`src/rtl/ifetch_unit.sv`:
```
// Multicycle instruction-fetch stage: fetches one word per FETCH/ISSUE round trip,
// holds it for the decoder, and selects the next PC from the decoder/ALU outputs.
module ifetch_unit #(
    parameter logic [31:0] RESET_PC = 32'h0000_0000,
    parameter int          ADDR_W   = 14
) (
    input  logic              clock,
    input  logic              reset,
    output logic              imem_req,
    output logic [ADDR_W-1:0] imem_addr,
    input  logic              imem_ready,
    input  logic [31:0]       imem_rdata,
    input  logic              stall,
    input  logic              Branch,
    input  logic              nBranch,
    input  logic              Jmp,
    input  logic              Jal,
    input  logic              Jrn,
    input  logic              Zero,
    input  logic [31:0]       Add_result,
    input  logic [31:0]       Read_data_1,
    output logic [31:0]       Instruction,
    output logic [5:0]        Opcode,
    output logic [5:0]        Function_opcode,
    output logic              instr_valid,
    output logic [31:0]       pc,
    output logic [31:0]       PC_plus_4,
    output logic [31:0]       link_addr,
    output logic              fetch_err,
    output logic              fsm_state
);

    typedef enum logic {
        FETCH = 1'b0,
        ISSUE = 1'b1
    } state_t;

    state_t      state;
    logic [31:0] jump_target;
    logic [31:0] next_pc;
    logic        branch_taken;
    logic        misaligned;

    assign PC_plus_4       = pc + 32'd4;
    assign Opcode          = Instruction[31:26];
    assign Function_opcode = Instruction[5:0];
    assign imem_addr       = pc[ADDR_W+1:2];
    assign fsm_state       = state;

    // Gated by reset so no request is visible while reset is held.
    assign imem_req    = reset && (state == FETCH);
    assign instr_valid = reset && (state == ISSUE);

    assign jump_target  = {PC_plus_4[31:28], Instruction[25:0], 2'b00};
    assign branch_taken = (Branch && Zero) || (nBranch && !Zero);

    always_comb begin
        next_pc = PC_plus_4;
        if (Jrn)
            next_pc = Read_data_1;
        else if (Jmp || Jal)
            next_pc = jump_target;
        else if (branch_taken)
            next_pc = Add_result;
    end

    assign misaligned = |next_pc[1:0];

    always_ff @(posedge clock or negedge reset) begin
        if (!reset) begin
            state       <= FETCH;
            pc          <= RESET_PC;
            Instruction <= '0;
            link_addr   <= '0;
            fetch_err   <= 1'b0;
        end else begin
            case (state)
                FETCH: begin
                    if (imem_ready) begin
                        Instruction <= imem_rdata;
                        state       <= ISSUE;
                    end
                end
                ISSUE: begin
                    if (!stall) begin
                        // Misaligned targets are truncated to a word boundary and flagged.
                        pc <= {next_pc[31:2], 2'b00};
                        if (misaligned)
                            fetch_err <= 1'b1;
                        if (Jal)
                            link_addr <= PC_plus_4;
                        state <= FETCH;
                    end
                end
                default: state <= FETCH;
            endcase
        end
    end

endmodule

```
`config.mk`:
```
export PLATFORM = sky130hd
export DESIGN_NAME = ifetch_unit
export DESIGN_NICKNAME = d
export VERILOG_FILES = /design/src/rtl/ifetch_unit.sv
export SDC_FILE = /design/constraint.sdc
export NUM_CORES = 1
export LEC_CHECK = 0
export CORE_ASPECT_RATIO = 1.75
export CORE_UTILIZATION = 41
export CTS_BUF_LIST = sky130_fd_sc_hd__clkbuf_16
export CTS_CLUSTER_SIZE = 10
export DETAILED_ROUTE_END_ITERATION = 6
export PLACE_DENSITY = 0.85
export SLEW_MARGIN = 0
export SYNTH_ARGS = -nofsm -noshare
export SYNTH_HDL_FRONTEND = slang
export SYNTH_SLANG_ARGS = --single-unit
```
`constraint.sdc`:
```
create_clock -name clock -period 2.4 [get_ports clock]
set_input_delay 0.36 -clock clock [delete_from_list [all_inputs] [get_ports clock]]
set_output_delay 0.36 -clock clock [all_outputs]
set_load 0.05 [all_outputs]
```
# Yosys cells after proc, flatten, opt, wreduce, memory -nomap -nowiden
# Cells that the tools add are included.
dict set report classes {
  multipliers 0
  n_eq_ne 0
  muxes 6
  magnitude_cmp 0
  add_sub_neg 1
  n_div 0
  n_bitwise 2
  reduce_logical 12
  n_shift 0
}
# cell n
set op_table {}
lappend op_table {{32-bit two-way mux} 3}
lappend op_table {{32-bit by 3-bit adder with 32-bit output, second input constant} 1}
lappend op_table {{3-bit AND reduction} 2}
lappend op_table {{1-bit logical AND} 4}
lappend op_table {{2-bit AND reduction} 2}
lappend op_table {{1-bit logical OR} 2}
lappend op_table {{1-bit two-way mux} 2}
lappend op_table {{1-bit inverter} 2}
lappend op_table {{1-bit case mux with 2 select lines} 1}
lappend op_table {{2-bit OR reduction} 1}
lappend op_table {{1-bit zero test} 1}
dict set report totals {
  ramBits 0
  in_bits 106
  romBits 0
  mem_count 0
  regBits 96
  latch_bits 0
  out_inout_bits 158
}

# Logic depth before layout (Yosys ltp)
# Gate-level depths: netlist of the first run.
dict set report logic_depth {
  ltp_word 8
  ltp_mapped 7
  ltp_nobuf 6
}

# Worst setup path after synthesis of the first run
# No wires, ideal clock.
dict set report synth_path {
  path_kind {register to register}
  startpoint {register pc[13]}
  endpoint {register link_addr[31]}
  period_less_slack_ns 3.010
  stages_incl_launch_ff 6
  arrival_time_ns 2.939
  t_required_ns 2.329
  path_buffers 0
  slack_ns -0.610
  path_cell_list {dfrtp_1 nand3_1 nor4_4 nand4_1 xnor2_1 mux2_2}
}
dict set report synth_via {
  elab_chain_len 1
}
# element line_no
set synth_rtl {}
lappend synth_rtl {{start, declared} 26} ;# output logic [31:0] pc,
lappend synth_rtl {{start signal, assigned} 87} ;# pc <= {next_pc[31:2], 2'b00};
lappend synth_rtl {{32-bit by 3-bit adder with 32-bit output} 44} ;# assign PC_plus_4 = pc + 32'd4;
lappend synth_rtl {{via PC_plus_4[31]} 27} ;# output logic [31:0] PC_plus_4,
lappend synth_rtl {{end signal, assigned} 91} ;# link_addr <= PC_plus_4;
lappend synth_rtl {{end, declared} 28} ;# output logic [31:0] link_addr,
# The timed path passes the listed nets, and every way through them passes these cells.
# A chain may end at the register's enable or synchronous reset.

# Worst setup path in the final report of the first run
dict set report layout_path {
  startpoint {register pc[14]}
  endpoint {output PC_plus_4[24]}
}
dict set report layout_via {
  elab_chain_len 1
}
# element line_no
set layout_rtl {}
lappend layout_rtl {{32-bit by 3-bit adder with 32-bit output} 44}
lappend layout_rtl {{end, declared} 27}
# No other way between the ends.

==> results.cfg, run 1 <==
[power_and_ir_drop]
p_leak_nw = 3.87
powerDensity_nw_per_um2 = 1160
ir_worst_vdd_mv = 0.726

[timing]
max_slew_margin_pct = 60.9
hold_viol_final = 0
rsz0062_at_grt = true
fin_crit_sh_pct = 105
fmax_mhz = 395
tightestPinTransition_ns = 0.585
final.min_clock_period_ns = 2.53
slew_viol_final = 0
clock-skew-final_ns = 0.00726
setup_ws_ns = -0.130
setup_violations = 7

[detailed_routing]
route.final.wire_length_um = 21500
firstDrtPassIters = 5
drtIter0Drc = 635
drc = 0
wl_per_cell_um = 21.6
drtAntennaViolNets = 0
viasPerCell = 5.65
num_vias = 5611

[cells_and_area]
layout_commonest_cell = clkdlybuf4s50_1
final_net_count = 925
mostFrequentLayoutCells = clkdlybuf4s50_1 (226), buf_4 (79), dfrtp_1 (74)
fillCellCount = 828
drive_gt1_share_pct = 31.1
stdcell_area_um2 = 9400
fin_util_pct = 74.8
area_delta_synth_final_pct = 77.3

[floorplan]
start_util_pct = 42.2
coreArea_um2 = 12600
io_pins = 264
die_x_um = 88.0
num_rows = 54
die_area_um2 = 13400
die-height_um = 152

[synth]
synth_ff_type = dfrtp_1
synth_edf_count = 0
synthMuxAreaShare_pct = 12.2
synthSimpleGateAreaFrac_pct = 13.3
synth_compound_area_share_pct = 17.4
yosysSeqAreaShare_pct = 44.4
synth_top_family_by_area = compound AO/OA/AOI/OAI gates
async_flop_share_pct = 100
synth_adder_area_share_pct = 0.236
synth-xor-area-share_pct = 4.30
synth_cells = 528
syn_area_um2 = 5300
ys_warn_count = 0
synth_seq_cells = 94
synth_cell_type_count = 55
avgSynthCellArea_um2 = 10.0

[place]
hpwl_um = 15700
io_buffers = 257
gp_congestion = 0.895
place_area_um2 = 8600

[grt]
grt_pass1_wl_um = 32000
grt_max_degree = 91
grt_pass1_vias = 5642
gr-total-overflow = 0
antenna_found_initial = 2
grtUsageTotal_pct = 32.0

[run_status]
run_status = complete, but fails checks
violations = setup timing

[cts]
max-clock-path-buffers = 2
numCtsBuffers = 9
clk_pin_slew_ns = 0.07
clk_latency_ns = 0.35
htreeDepth = 3
cts.sinks = 94
ctsRootBufferMaster = clkbuf_16
cts_tree = done

[worst_setup_path]
required_ns = 2.04
path_max_fanout = 6
r2r_start = pc[14]
reg2reg_depth = 9
ff2ff_setup_slack_ns = 0.22
critPathKind = flop to primary output
worst_r2r_endpoint = pc[24]
cp-start-kind = flop
critPathCaptureType = primary output
cp.arrival_ns = 2.17

[hold_path]
min_path_type = input port to asynchronous set/reset pin

[run]
maxCapViolCount = 0
-- cell families (layout without fill, tap and decap cells) --
group / after synthesis / in the layout
fa+ha+maj: 1 / 1
mux: 58 / 58
buf+inv: 82 / 372
flops: 94 / 94
other cells: 1 / 8
xor+xnor: 26 / 26
simple gates: 131 / 131
compound gates: 135 / 135
-- metrics by stage --
stage	setup WS, ns	std cells	power [mW]	hold slack (ns)	setup TNS [ns]
floorplan	-0.0531	533	6.70	0.0644	-0.0573
global placement	0.109	935	9.13	0.200	0
detailed placement	0.0267	935	9.27	0.201	0
CTS	-0.0373	968	10.7	0.430	-0.138
global route	-0.203	993	11.3	0.438	-1.20
finish	-0.130	993	10.9	0.429	-0.483
-- timing repair --
action	in CTS	in global routing
setup endpoints to repair	23	17
endpoints found under the hold margin	4	0
resized for setup	21	21
hold buffers	1	0
pin swaps	11	15
buffers inserted	16	23
-- critical path, stage by stage, from the launching register on --
cell and delay [ns]:
dfrtp_2 0.43, nand3_4 0.16, nor4_4 0.33, buf_6 0.17, buf_4 0.12, nand4_1 0.09, buf_4 0.17, xnor2_4 0.18
buf_12 0.16
-- how the worst max path moves through the flow --
stage | to | startpoint | slack, ns | cells after the start
6_report | PC_plus_4[24] | pc[14] | -0.13 | 8
5_1_grt | PC_plus_4[20] | pc[14] | -0.20 | 7
4_1_cts | PC_plus_4[20] | pc[3] | -0.04 | 8
3_5_place_dp | pc[27] | Zero | 0.03 | 7
3_3_place_gp | pc[27] | Zero | 0.11 | 7
2_1_floorplan | PC_plus_4[31] | pc[5] | -0.05 | 5
-- sequential cells by signal, indices dropped and copies added (netlist names) --
name,cells
pc,30
Instruction,32
fetch_err,1
fsm_state,1
link_addr,30
-- cell type report --
cell class	instances	area, um2	share of cell area (%)
antenna	2	5.00	0.0533
clock buffer	9	225	2.40
clock inverter	7	41.3	0.439
inverter	17	63.8	0.679
multi-input combinational	357	2980	31.7
sequential	94	2380	25.3
tap	168	210	2.24
timing repair buffer	339	3490	37.2
-- power by group --
part           internal (mW)  switching (mW)  total (mW)
registers               2.11           0.478        2.59
clock network          0.696           0.642        1.34
logic                   2.62            4.36        6.98
total                   5.43            5.48        10.9
-- cells in the mapped netlist (all sizes together) (6+ instances only) --
master,number,area [um2]
o21ai,34,170
nand3,16,92.6
nand2,43,161
clkbuf,30,113
a21oi,25,125
inv,17,63.8
nand2b,8,50.1
nor4,8,92.6
a21o,6,45.0
mux2,54,608
xnor2,16,140
buf,35,254
xor2,10,87.6
nor3,8,40.0
dfrtp,94,2350
a221oi,12,105
o31ai,10,75.1
a211oi,6,45.0
nor2,22,82.6
a31oi,7,43.8
-- metal layers --
metal	up-vias	routed length, um	GRT usage [%]
met3	60	1330	4.71
met5	-	0	0
met4	0	977	18.8
li1	2461	-	-
met1	2772	7540	37.3
met2	318	11600	54.3
Power figures use the tool's default switching activity.
==> inputs of run 2 (changes only) <==
Settings changed: CORE_UTILIZATION 41 to 37, PLACE_DENSITY 0.85 to 0.81, SKIP_CTS_REPAIR_TIMING set to 1.
Clock period 2.4 ns to 2.1 ns, I/O delays scaled along.
==> run 2 against run 1 <==
Compared with the run above:
- the flow still finishes with violations (setup timing)
- combinational power up 17%
- global-route usage fell by 4.3 points
- largest power group unchanged
- clock skew up 0.0025 ns
- highest routed layer unchanged
==> results.cfg, run 2 (synthesized netlist as in run 1, its figures left out) <==
[worst_setup_path]
max_stage_delay_ns = 0.43
path_max_fanout = 6
cpLargestDelayFamily = simple AND/OR/NAND/NOR gates
cp.arrival_ns = 2.15
crit_buf_inv = 3
critPathKind = flop to primary output
path_cells = ha_4 > nand2_4 > nor4_4 > buf_4 > buf_6 > nand3b_1 > xnor2_4 > buf_12
critPathCaptureType = primary output
required_ns = 1.78
cpMaxStageDelayCell = dfrtp_2
cp-start-kind = flop

[detailed_routing]
wl_met3_um = 1310
wl_met2_um = 10800
num_vias = 5472
drtAntennaViolNets = 0
drc = 0
route.final.wire_length_um = 20500
viasPerCell = 5.44
wl_per_cell_um = 20.4
top_layer = met4
firstDrtPassIters = 5
drtIter0Drc = 432
wl_met1_um = 7500

[cells_and_area]
instances_no_fill = 1005
regMostFlops = Instruction
final_net_count = 929
area_delta_synth_final_pct = 82.1
layout_commonest_cell = clkdlybuf4s50_1
fillCellCount = 1024
ff_latch_area_um2 = 2380
drive_gt1_share_pct = 33.4
mostFrequentLayoutCells = clkdlybuf4s50_1 (215), buf_4 (77), dfrtp_1 (71)
multi_input_area_um2 = 3030
fin_util_pct = 69.4
largest_reg_flops = 32
stdcell_area_um2 = 9650
reg_top3 = Instruction: 32 flops, link_addr: 30 flops, pc: 30 flops

[run]
maxCapViolCount = 0

[timing]
fmax_mhz = 405
slew_viol_final = 0
final.min_clock_period_ns = 2.47
rsz0062_at_grt = true
hold_viol_final = 0
max_slew_margin_pct = 63.0
setup_violations = 22
setup_ws_ns = -0.370
tightestPinTransition_ns = 0.554
tns_ns = -4.97
clock-skew-final_ns = 0.00980
fin_crit_sh_pct = 118

[grt]
antenna_found_initial = 1
grt_pass1_wl_um = 31500
grtUsageTotal_pct = 27.7
grt_pass1_vias = 5554
grt_max_degree = 93
gr-total-overflow = 0

[cts]
clk_latency_ns = 0.34
max-clock-path-buffers = 2
numCtsBuffers = 9
htreeDepth = 3
clk_pin_slew_ns = 0.07
cts.sinks = 94
ctsRootBufferMaster = clkbuf_16
cts_tree = done

[floorplan]
coreArea_um2 = 13900
start_util_pct = 38.1
io_pins = 264
num_rows = 57
die_x_um = 92.5
die-height_um = 160
die_area_um2 = 14800

[power_and_ir_drop]
ir_worst_vdd_mv = 0.643
powerDensity_nw_per_um2 = 1330
total_power_mw = 12.8
p_leak_nw = 4.04

[place]
place_inst = 968
gp_congestion = 0.878
hpwl_um = 16100
place_area_um2 = 8990
io_buffers = 257

[run_status]
violations = setup timing
run_status = complete, but fails checks

[hold_path]
min_path_type = input port to asynchronous set/reset pin
==> run 2: cell types whose count changed in the layout (fill, tap and decap cells not counted), sizes merged <==
cell           previous run  this run
buf                     111       123
clkinv                    7         5
bufinv                    0         2
clkdlybuf4s50           226       215
dlymetal6s2s              1         4
diode                     2         1
==> run 2: path summary, 6_finish.rpt <==
path	startpoint	endpoint	slack (ns)	depth (start not counted)
setup / recovery	pc[2]	PC_plus_4[30]	-0.37	8
hold / removal	reset	Instruction[30]	0.39	2
setup reg to reg	pc[2]	link_addr[24]	0.01	10
hold reg to reg	fetch_err	fetch_err	0.48	1
max in group asynchronous	reset	pc[24]	0.98	3
min in group clock	fetch_err	fetch_err	0.48	1
==> run 2: through the flow <==
| step | hold WS [ns] | setup slack (ns) |
|---|---|---|
| 2_1_floorplan | 0.0194 | -0.307 |
| 3_3_place_gp | 0.147 | -0.0389 |
| 3_5_place_dp | 0.149 | -0.112 |
| 4_1_cts | -0.221 | -0.391 |
| 5_1_grt | 0.382 | -0.470 |
| 6_report | 0.386 | -0.370 |
==> run 2: routing by layer <==
layer | GRT usage, % | up-vias
li1 | - | 2474
met1 | 32.5 | 2663
met2 | 47.9 | 281
met3 | 5.26 | 54
met4 | 13.3 | 0
met5 | 0 | -
==> run 2: power breakdown <==
part	switching [mW]	total, mW	internal, mW
Combinational	5.03	8.20	3.16
Sequential	0.462	2.88	2.41
Clock	0.720	1.76	1.04
==> run 2: worst reg2reg max path, delay by kind of cell, from the launching register on <==
kind                       cells  cell delay, ns
and+or+nand+nor                3            0.37
buffers and inverters          4            0.60
DFF                            1            0.43
muxes                          1            0.26
xor gates and xnor gates       1            0.14
adders and majority gates      1            0.17
==> run 2: layout make-up <==
cell class | count | share of cell area (%)
repair buffers | 343 | 37.7
well taps | 177 | 2.29
diodes | 1 | 0.0259
flip-flops and latches | 94 | 24.7
inverters | 17 | 0.687
multi-input cells | 357 | 31.3
clock inverters | 7 | 0.920
clock buffers | 9 | 2.33
==> inputs of run 3 (changes only) <==
Settings changed: CORE_UTILIZATION 37 to 25, PLACE_DENSITY 0.81 to 0.59.
==> run 3 against run 2 <==
Compared with the run above:
- core utilization down 21 points
- the flow finishes with violations (DRC, setup timing)
- design area up 5.2%
- critical endpoint is now PC_plus_4[20]
- sequential power about the same
- cell count up 10%
- via count down 0.37%
==> results.cfg, run 3 (synthesized netlist as in run 1, its figures left out) <==
[run_status]
run_status = complete, but fails checks
violations = DRC, setup timing

[timing]
fmax_mhz = 398
slew_viol_final = 0
clock-skew-final_ns = 0.0105
rsz0062_at_grt = true
setup_ws_ns = -0.410
setup_violations = 23
tightestPinTransition_ns = 0.566
hold_viol_final = 0
final.min_clock_period_ns = 2.51
max_slew_margin_pct = 62.2
fin_crit_sh_pct = 120

[power_and_ir_drop]
powerDensity_nw_per_um2 = 1310
combPwrFrac_pct = 62.9
pwr-share-clk_pct = 15.5
p_int_mw = 6.94
seqPwrFrac_pct = 21.6
ir_worst_vdd_mv = 0.911
swShare_pct = 47.6
p_leak_nw = 4.31
power.switching_mw = 6.31
total_power_mw = 13.3

[grt]
grt_pass1_wl_um = 32500
antenna_found_initial = 0
grt_max_degree = 95
gr-total-overflow = 0
grtUsageTotal_pct = 20.3
grt_pass1_vias = 5421

[cts]
max-clock-path-buffers = 2
clk_pin_slew_ns = 0.07
numCtsBuffers = 9
ctsRootBufferMaster = clkbuf_16
cts_tree = done
htreeDepth = 3
cts.sinks = 94
clk_latency_ns = 0.37

[worst_setup_path]
crit_buf_inv = 2
cpLargestDelayFamily = simple AND/OR/NAND/NOR gates
cp.arrival_ns = 2.20
cpMaxStageDelayCell = dfrtp_2
path_max_fanout = 4
path_cells = ha_4 > nand2_4 > nor4_4 > nor4b_4 > buf_4 > xor2_4 > buf_12
cp_num_cells = 7
cp-startpoint = pc[2]
critPathKind = flop to primary output
required_ns = 1.78
ff2ff_setup_slack_ns = 0.04
reg2reg_depth = 8
max_stage_delay_ns = 0.42
crit_path_end = PC_plus_4[20]
worst_r2r_endpoint = pc[30]
r2r_start = pc[2]
cp-start-kind = flop
critPathCaptureType = primary output

[floorplan]
die-height_um = 195
num_rows = 70
io_pins = 264
coreArea_um2 = 20800
start_util_pct = 25.4
die_x_um = 112
die_area_um2 = 21800

[cells_and_area]
multi_input_area_um2 = 3150
instances_no_fill = 1109
reg_top3 = Instruction: 32 flops, link_addr: 30 flops, pc: 30 flops
regMostFlops = Instruction
layout_commonest_cell = clkdlybuf4s50_1
final_net_count = 959
fillCellCount = 1914
largest_reg_flops = 32
drive_gt1_share_pct = 37.2
antennaDiodeCount = 0
area_delta_synth_final_pct = 91.5
ff_latch_area_um2 = 2380
stdcell_area_um2 = 10200
mostFrequentLayoutCells = clkdlybuf4s50_1 (207), buf_4 (110), dfrtp_1 (71)

[detailed_routing]
drtIter0Drc = 188
firstDrtPassIters = 6
viasPerCell = 4.92
drtAntennaViolNets = 0
wl_per_cell_um = 20.3
route.final.wire_length_um = 22500
num_vias = 5452
drc = 12

[run]
maxCapViolCount = 0

[place]
gp_congestion = 0.854
hpwl_um = 17500
place_area_um2 = 9300
io_buffers = 257
place_inst = 1073

[hold_path]
min_path_type = input port to asynchronous set/reset pin
==> run 3: cell types whose count changed in the layout (fill, tap and decap cells not counted), sizes merged, moves of 2 or more <==
cell           change
buf               +33
bufinv             +2
clkdlybuf4s50      -8
clkinv             -4
dlymetal6s2s       +6
inv                +2
==> run 3: routing by layer <==
metal / vias up / track usage, % / wire [um]
li1: 2529 / - / -
met3: 35 / 3.49 / 1200
met2: 189 / 38.4 / 12700
met5: - / 0 / 0
met4: 0 / 10.9 / 848
met1: 2699 / 21.0 / 7800
==> run 3: cell type report <==
class,count,area share [%]
Clock buffer,9,2.22
Clock inverter,7,1.36
Timing Repair Buffer,373,38.2
Sequential cell,94,23.5
Inverter,17,0.678
Multi-Input combinational cell,357,31.0
Tap cell,252,3.10
==> run 3: how the worst min path moves through the flow <==
| stage | start | end | slack (ns) | cells past startpoint |
|---|---|---|---|---|
| after global placement | fetch_err | fetch_err | 0.45 | 1 |
| after CTS | reset | Instruction[19] | 0.08 | 2 |
| final | reset | pc[20] | 0.07 | 2 |
| after detailed placement | fetch_err | fetch_err | 0.46 | 1 |
| after floorplan | reset | Instruction[0] | 0.02 | 0 |
| after global routing | reset | pc[20] | 0.11 | 2 |
==> run 3: through the flow <==
stage | util (%) | hold WS [ns] | setup slack, ns | TNS (ns)
6_report | 48.7 | 0.0717 | -0.410 | -4.89
5_1_grt | 48.7 | 0.110 | -0.488 | -6.74
4_1_cts | 46.3 | 0.0766 | -0.437 | -7.05
3_5_place_dp | 44.6 | 0.457 | -0.165 | -1.54
3_3_place_gp | 44.6 | 0.445 | -0.148 | -1.24
2_1_floorplan | - | 0.0194 | -0.307 | -4.52
==> run 3: power by group through the flow <==
stage                     Clock, mW  Sequential, mW  Combinational (mW)
after floorplan                   0            5.04                2.72
after global placement            0            2.88                8.14
after detailed placement          0            2.90                8.16
after CTS                      2.10            2.87                8.18
after global routing           2.19            2.95                8.63
final                          2.05            2.87                8.33
